==> src/rtl/pipe_hazard_ctrl.sv <==
// pipe_hazard_ctrl: stall/flush controller for the 5-stage pipeline.
//
// Produces same-cycle write enables and bubble (flush) controls for the
// PC, IF/ID, ID/EX, EX/MEM and MEM/WB registers from load-use, branch/jump
// redirect and data-memory wait conditions. A small FSM tracks memory waits
// and freezes the pipe in HALT when a wait exceeds MEM_TIMEOUT cycles.
//
// Optional feature macro: HAZARD_PERF_EN (adds saturating perf counters).
//
// Ports:
//   clk, reset           clock (rising edge), synchronous active-high reset
//   id_rs, id_rt         source register fields of the ID instruction
//   id_uses_rt           ID instruction reads rt
//   id_jump              ID holds J/JAL/JR/JALR
//   ex_memrd, ex_addrc   EX instruction is a load / its destination register
//   ex_branch_taken      branch in EX resolved taken
//   mem_req, mem_ready   data-memory access pending / completing this cycle
//   pc_we .. ex_mem_we   pipeline register write enables
//   *_flush              load a bubble into that pipeline register
//   state                00 RUN, 01 MEM_WAIT, 10 HALT
//   mem_timeout          sticky, set on entry to HALT
//   perf_*               (HAZARD_PERF_EN only) load-stall, flush, mem-stall counts
module pipe_hazard_ctrl #(
   parameter int unsigned MEM_TIMEOUT = 15,
`ifdef HAZARD_PERF_EN
   parameter int unsigned TO_W        = 4,
   parameter int unsigned CNT_W       = 16
`else
   parameter int unsigned TO_W        = 4
`endif
) (
   input  logic       clk,
   input  logic       reset,
   input  logic [4:0] id_rs,
   input  logic [4:0] id_rt,
   input  logic       id_uses_rt,
   input  logic       id_jump,
   input  logic       ex_memrd,
   input  logic [4:0] ex_addrc,
   input  logic       ex_branch_taken,
   input  logic       mem_req,
   input  logic       mem_ready,
   output logic       pc_we,
   output logic       if_id_we,
   output logic       id_ex_we,
   output logic       ex_mem_we,
   output logic       if_id_flush,
   output logic       id_ex_flush,
   output logic       mem_wb_flush,
   output logic [1:0] state,
   output logic       mem_timeout
`ifdef HAZARD_PERF_EN
   ,
   output logic [CNT_W-1:0] perf_load_stall,
   output logic [CNT_W-1:0] perf_flush,
   output logic [CNT_W-1:0] perf_mem_stall
`endif
);

   typedef enum logic [1:0] {
      StRun     = 2'b00,
      StMemWait = 2'b01,
      StHalt    = 2'b10
   } state_e;

   localparam logic [TO_W-1:0] TimeoutCnt = TO_W'(MEM_TIMEOUT);

   state_e          state_q, state_d;
   logic [TO_W-1:0] wait_cnt_q, wait_cnt_d;
   logic            timeout_q, timeout_d;

   logic memstall;
   logic loaduse;

   assign memstall = mem_req & ~mem_ready;
   assign loaduse  = ex_memrd & (ex_addrc != 5'd0) &
                     ((ex_addrc == id_rs) | (id_uses_rt & (ex_addrc == id_rt)));

   always_ff @(posedge clk) begin
      if (reset) begin
         state_q    <= StRun;
         wait_cnt_q <= '0;
         timeout_q  <= 1'b0;
      end else begin
         state_q    <= state_d;
         wait_cnt_q <= wait_cnt_d;
         timeout_q  <= timeout_d;
      end
   end

   // Next-state logic
   always_comb begin
      state_d    = state_q;
      wait_cnt_d = wait_cnt_q;
      timeout_d  = timeout_q;
      unique case (state_q)
         StRun: begin
            if (memstall) begin
               state_d    = StMemWait;
               wait_cnt_d = {{(TO_W-1){1'b0}}, 1'b1};
            end
         end
         StMemWait: begin
            if (!memstall) begin
               state_d    = StRun;
               wait_cnt_d = '0;
            end else if (wait_cnt_q == TimeoutCnt) begin
               state_d   = StHalt;
               timeout_d = 1'b1;
            end else begin
               wait_cnt_d = wait_cnt_q + 1'b1;
            end
         end
         StHalt: ;
         default: begin
            state_d    = StRun;
            wait_cnt_d = '0;
         end
      endcase
   end

   // Mealy outputs; HALT leaves everything frozen with no bubbles.
   always_comb begin
      pc_we        = 1'b0;
      if_id_we     = 1'b0;
      id_ex_we     = 1'b0;
      ex_mem_we    = 1'b0;
      if_id_flush  = 1'b0;
      id_ex_flush  = 1'b0;
      mem_wb_flush = 1'b0;
      if (reset) begin
         if_id_flush  = 1'b1;
         id_ex_flush  = 1'b1;
         mem_wb_flush = 1'b1;
      end else if (state_q != StHalt) begin
         if (memstall) begin
            // Whole pipe frozen; only the completing MEM/WB slot gets a bubble.
            mem_wb_flush = 1'b1;
         end else if (ex_branch_taken) begin
            {pc_we, if_id_we, id_ex_we, ex_mem_we} = 4'b1111;
            if_id_flush = 1'b1;
            id_ex_flush = 1'b1;
         end else if (loaduse) begin
            id_ex_we    = 1'b1;
            ex_mem_we   = 1'b1;
            id_ex_flush = 1'b1;
         end else if (id_jump) begin
            {pc_we, if_id_we, id_ex_we, ex_mem_we} = 4'b1111;
            if_id_flush = 1'b1;
         end else begin
            {pc_we, if_id_we, id_ex_we, ex_mem_we} = 4'b1111;
         end
      end
   end

   assign state       = state_q;
   assign mem_timeout = timeout_q;

`ifdef HAZARD_PERF_EN
   logic active;
   logic load_win, flush_win, mem_win;

   assign active    = ~reset & (state_q != StHalt);
   assign mem_win   = active & memstall;
   assign flush_win = active & ~memstall & (ex_branch_taken | (id_jump & ~loaduse));
   assign load_win  = active & ~memstall & ~ex_branch_taken & loaduse;

   always_ff @(posedge clk) begin
      if (reset) begin
         perf_load_stall <= '0;
         perf_flush      <= '0;
         perf_mem_stall  <= '0;
      end else begin
         if (load_win && !(&perf_load_stall)) perf_load_stall <= perf_load_stall + 1'b1;
         if (flush_win && !(&perf_flush))     perf_flush      <= perf_flush + 1'b1;
         if (mem_win && !(&perf_mem_stall))   perf_mem_stall  <= perf_mem_stall + 1'b1;
      end
   end
`else
   // Performance counters not built.
`endif

endmodule

==> config.mk <==
export PLATFORM = sky130hd
export DESIGN_NAME = pipe_hazard_ctrl
export DESIGN_NICKNAME = d
export VERILOG_FILES = /design/src/rtl/pipe_hazard_ctrl.sv
export SDC_FILE = /design/constraint.sdc
export NUM_CORES = 1
export LEC_CHECK = 0
export ABC_AREA = 1
export BUFFER_PORTS_ARGS = -buffer_cell sky130_fd_sc_hd__buf_4
export CAP_MARGIN = 20
export CORE_ASPECT_RATIO = 0.75
export CORE_MARGIN = 1.5
export CORE_UTILIZATION = 25
export DETAILED_ROUTE_END_ITERATION = 6
export GPL_ROUTABILITY_DRIVEN = 1
export SLEW_MARGIN = 10
export SYNTH_ARGS = -nofsm -noshare
export SYNTH_HDL_FRONTEND = slang
export SYNTH_SLANG_ARGS = --single-unit
==> constraint.sdc <==
create_clock -name clk -period 1.4 [get_ports clk]
set_input_delay 0.21 -clock clk [delete_from_list [all_inputs] [get_ports clk]]
set_output_delay 0.21 -clock clk [all_outputs]
set_load 0.01 [all_outputs]
# After elaboration in Yosys (flattened, before gate mapping)
# Index checks and enable logic that the tools add are counted.
# totals
out_inout_bits	10
in_bits	23
wordCells	55
regBits	7
# op_classes
n_mux	30
n_reduce_logical	5
n_bitwise	7
eq_ne	9
add_sub_neg	1
# ops
operator	count
1-bit two-way mux	22
4-bit two-way mux	3
4-bit case mux with 3 select lines	1
5-bit == test	2
3-bit AND reduction	3
2-bit two-way mux	3
3-bit inequality test (second input constant)	2
2-bit case mux with 3 select lines	1
5-bit nonzero test	1
4-bit by 1-bit adder with 4-bit output (second input constant)	1
1-bit AND	4
4-bit == test (second input constant)	1
2-bit inequality test (second input constant)	2
2-bit by 1-bit == test with 1-bit output (second input constant)	1
2-bit == test (second input constant)	1
2-bit logical NOT	1
1-bit inverter	2
1-bit OR	1

# Depth between registers and ports, before layout
# logic_depth
ltp_word	9
depth_mapped	10
depth_no_buf	10

# Worst setup path before layout
# No wires, ideal clock.
# synth_path
path_kind	flip-flop to output port
from	register state_q[0], in the netlist state[0]
to	output pc_we
t_required_ns	1.190
path_stages_with_launch	8
n_path_buf	1
arrival_ns	1.185
setup_slack_ns	0.005
cell_sequence	dfxtp_1 nor2_1 inv_1 nand2_1 nor2_1 nand2_1 inv_1 buf_4
# synth_via
elab_chain_len	3
# synth_lines
element	line	source
start, declared	68	state_e state_q, state_d;
start signal, assigned	81	state_q <= StRun;
start signal, assigned	85	state_q <= state_d;
2-bit inequality test	135	end else if (state_q != StHalt) begin
1-bit two-way mux (2 in series)	-	
end, declared	43	output logic pc_we,
# No other way between the ends.

# Worst setup path after layout
# layout_path
from	register state_q[1], in the netlist state[1]
to	output pc_we
# layout_via
elab_chain_len	3
# layout_lines
element	line	source
2-bit inequality test	135	
1-bit two-way mux	135	
1-bit two-way mux	131	if (reset) begin
# No other way between the ends.

==> flow_metrics.py <==
metrics = {
    "setup_path": {
        "cp.arrival_ns": 1.16,
        "crit_type": "flip-flop to output pin",
        "regToRegSetupSlack_ns": 0.09,
        "r2r_cells": 9,
        "r2r_start": "wait_cnt_q[1]",
        "end_kind": "output pin",
        "path_max_fanout": 3,
        "r2r-end": "wait_cnt_q[3]",
        "cp-start-kind": "flip-flop",
        "required_ns": 1.19,
    },
    "hold_path": {
        "whs_endpoint": "wait_cnt_q[1]",
        "min_from": "reset",
        "min_delay_path_depth": 2,
        "worst_hold_path_type": "input port to flip-flop",
    },
    "finish": {
        "layout_commonest_cell": "nand2_1",
        "fin_nets": 184,
        "antenna_cells": 0,
        "stdcell_count": 195,
        "finalInstanceArea_sq_um": 1090,
        "filler_cell_count": 279,
        "layout_common_cells": "nand2_1 (38), buf_4 (31), inv_1 (22)",
        "synthToLayoutAreaGrowth_pct": 62.2,
        "multi_input_area_sq_um": 458,
        "seq_area_sq_um": 148,
        "drive_above_1_share_pct": 43.4,
    },
    "drt": {
        "postRouteAntennaNets": 0,
        "first_pass_iters": 4,
        "vias": 774,
        "drc": 0,
        "vias_per_cell": 3.97,
        "wirelength_um": 1760,
        "initialDrtViolationCount": 27,
        "wl_per_cell_um": 9.05,
    },
    "global_route": {
        "grt_overflow": 0,
        "grt_use_total_pct": 11.6,
        "grt_pass1_vias": 679,
        "grt_max_degree": 7,
        "grt_pass1_wl_um": 2770,
        "antenna_found_initial": 0,
    },
    "placement": {
        "gp_congestion": 0.780,
        "dpl_worst_slack_ns": 0.0723,
        "dp_hpwl_um": 1380,
        "port_buffers": 32,
        "dp.cells": 186,
        "placed_cell_area_sq_um": 952,
    },
    "floorplanning": {
        "dieHeight_um": 48.0,
        "die_w_um": 63.0,
        "rows": 16,
        "pin_count": 33,
        "die_area_sq_um": 3020,
        "core_area_sq_um": 2580,
        "start_util_pct": 26.1,
    },
    "run": {
        "max_cap_violations": 0,
    },
    "sta": {
        "setup_viol": 0,
        "tightest_slew_ns": 0.217,
        "skew_ns": 0.0135,
        "hold_viol_final": 0,
        "holdWs_ns": 0.163,
        "finalCritPeriodShare_pct": 97.9,
        "clock.fmax_mhz": 730,
        "max-slew-margin-rel_pct": 85.4,
        "fin_crit_ns": 1.37,
        "setup_ws_ns": 0.0299,
        "slew_violations": 0,
        "rsz0062_at_grt": "yes",
    },
    "clock_tree": {
        "clkTransAtPathRegs_ns": 0.07,
        "clock_latency_ns": 0.27,
        "postCtsHoldBufs": 0,
        "cts_buffers": 3,
        "clock-sinks": 7,
        "clk_path_buf_depth": 2,
        "clk_root_buffer_cell": "clkbuf_4",
        "htreeDepth": 1,
        "cts_tree": "built",
    },
    "logic_synthesis": {
        "syn_inst": 119,
        "yosys_warnings": 0,
        "ys_ff_latch": 7,
        "synth_cell_type_count": 20,
        "syn-mean-instance-area_sq_um": 5.67,
        "synth_area_sq_um": 674,
        "syn-num-nets": 143,
        "seq_area_frac_synth_pct": 20.8,
    },
    "pwr": {
        "peakVddDrop_v": 0.000214,
        "total_power_w": 0.000618,
        "p_leak_nw": 0.636,
        "power-per-cell-area_nw_per_um2": 565,
    },
    "status": {
        "outcome": "finished, final reports clean",
    },
}
[flip-flops by register name, indices dropped and copies added (netlist names)]
register and flops:
mem_timeout 1, state 2, wait_cnt_q 4
[timing repair]
item | 4_1_cts | 5_1_grt
buffers inserted | 4 | 1
resized for setup | 15 | 12
pin swaps | 3 | 4
endpoints found under the setup margin | 6 | 8
[routing by layer]
layer	GRT usage (%)	routed length, um
met1	14.1	809
met2	21.5	876
met3	3.76	78
met4	1.33	0
met5	0	0
[through the flow]
step,util (%),TNS [ns]
2_1_floorplan,-,0
3_3_place_gp,36.9,0
3_5_place_dp,36.9,0
4_1_cts,40.8,-0.0672
5_1_grt,42.3,-0.183
6_report,42.3,0
[cell families after synthesis]
| group | count (synthesis) | synth area share (%) |
|---|---|---|
| AOI/OAI and AO/OA | 11 | 8.54 |
| buffers and inverters | 29 | 17.6 |
| and+or+nand+nor | 70 | 49.9 |
| adders and majority gates | 1 | 1.85 |
| DFF | 7 | 20.8 |
| xor gates and xnor gates | 1 | 1.30 |
[worst max path at each step]
stage                start          end  slack (ns)  cells after the start
2_1_floorplan     state[0]        pc_we       0.005                      7
3_3_place_gp   ex_addrc[3]  if_id_flush        0.08                     11
3_5_place_dp   ex_addrc[3]  if_id_flush        0.07                     11
4_1_cts           state[1]        pc_we       -0.02                      8
5_1_grt           state[1]        pc_we       -0.05                      8
6_report          state[1]        pc_we        0.03                      8
[cells in the mapped netlist, drive strengths merged]
| cell | count | share of area (%) |
|---|---|---|
| inv | 27 | 15 |
| buf | 2 | 2.2 |
| nand3 | 5 | 3.7 |
| ha | 1 | 1.9 |
| nor3b | 1 | 1.9 |
| nand2 | 47 | 31 |
| o21ai | 6 | 4.5 |
| a211oi | 1 | 1.1 |
| nor2 | 16 | 12 |
| nand4 | 1 | 0.93 |
| dfxtp | 7 | 21 |
| a21oi | 4 | 3.0 |
| xnor2 | 1 | 1.3 |
[cell type report]
type,instances,share of cell area (%)
Multi-Input combinational cell,83,41.9
Timing Repair Buffer,38,28.5
Sequential cell,7,13.5
Inverter,27,9.50
Tap cell,36,4.12
Clock buffer,3,2.06
Clock inverter,1,0.458
[power breakdown]
part | total, W | switching (W) | internal, W
Combinational | 0.000215 | 0.000104 | 0.000110
Sequential | 0.000206 | 0.00000327 | 0.000203
Clock | 0.000197 | 0.0000919 | 0.000105
Total | 0.000618 | 0.000200 | 0.000418
[worst max-delay path, stage by stage (launching register included)]
cell	delay [ns]
dfxtp_2	0.33
inv_2	0.07
nor2_4	0.04
inv_2	0.07
nand2_4	0.06
nor2_4	0.10
nand2_2	0.06
inv_2	0.07
buf_6	0.10
(Power assumes the default switching activity.)
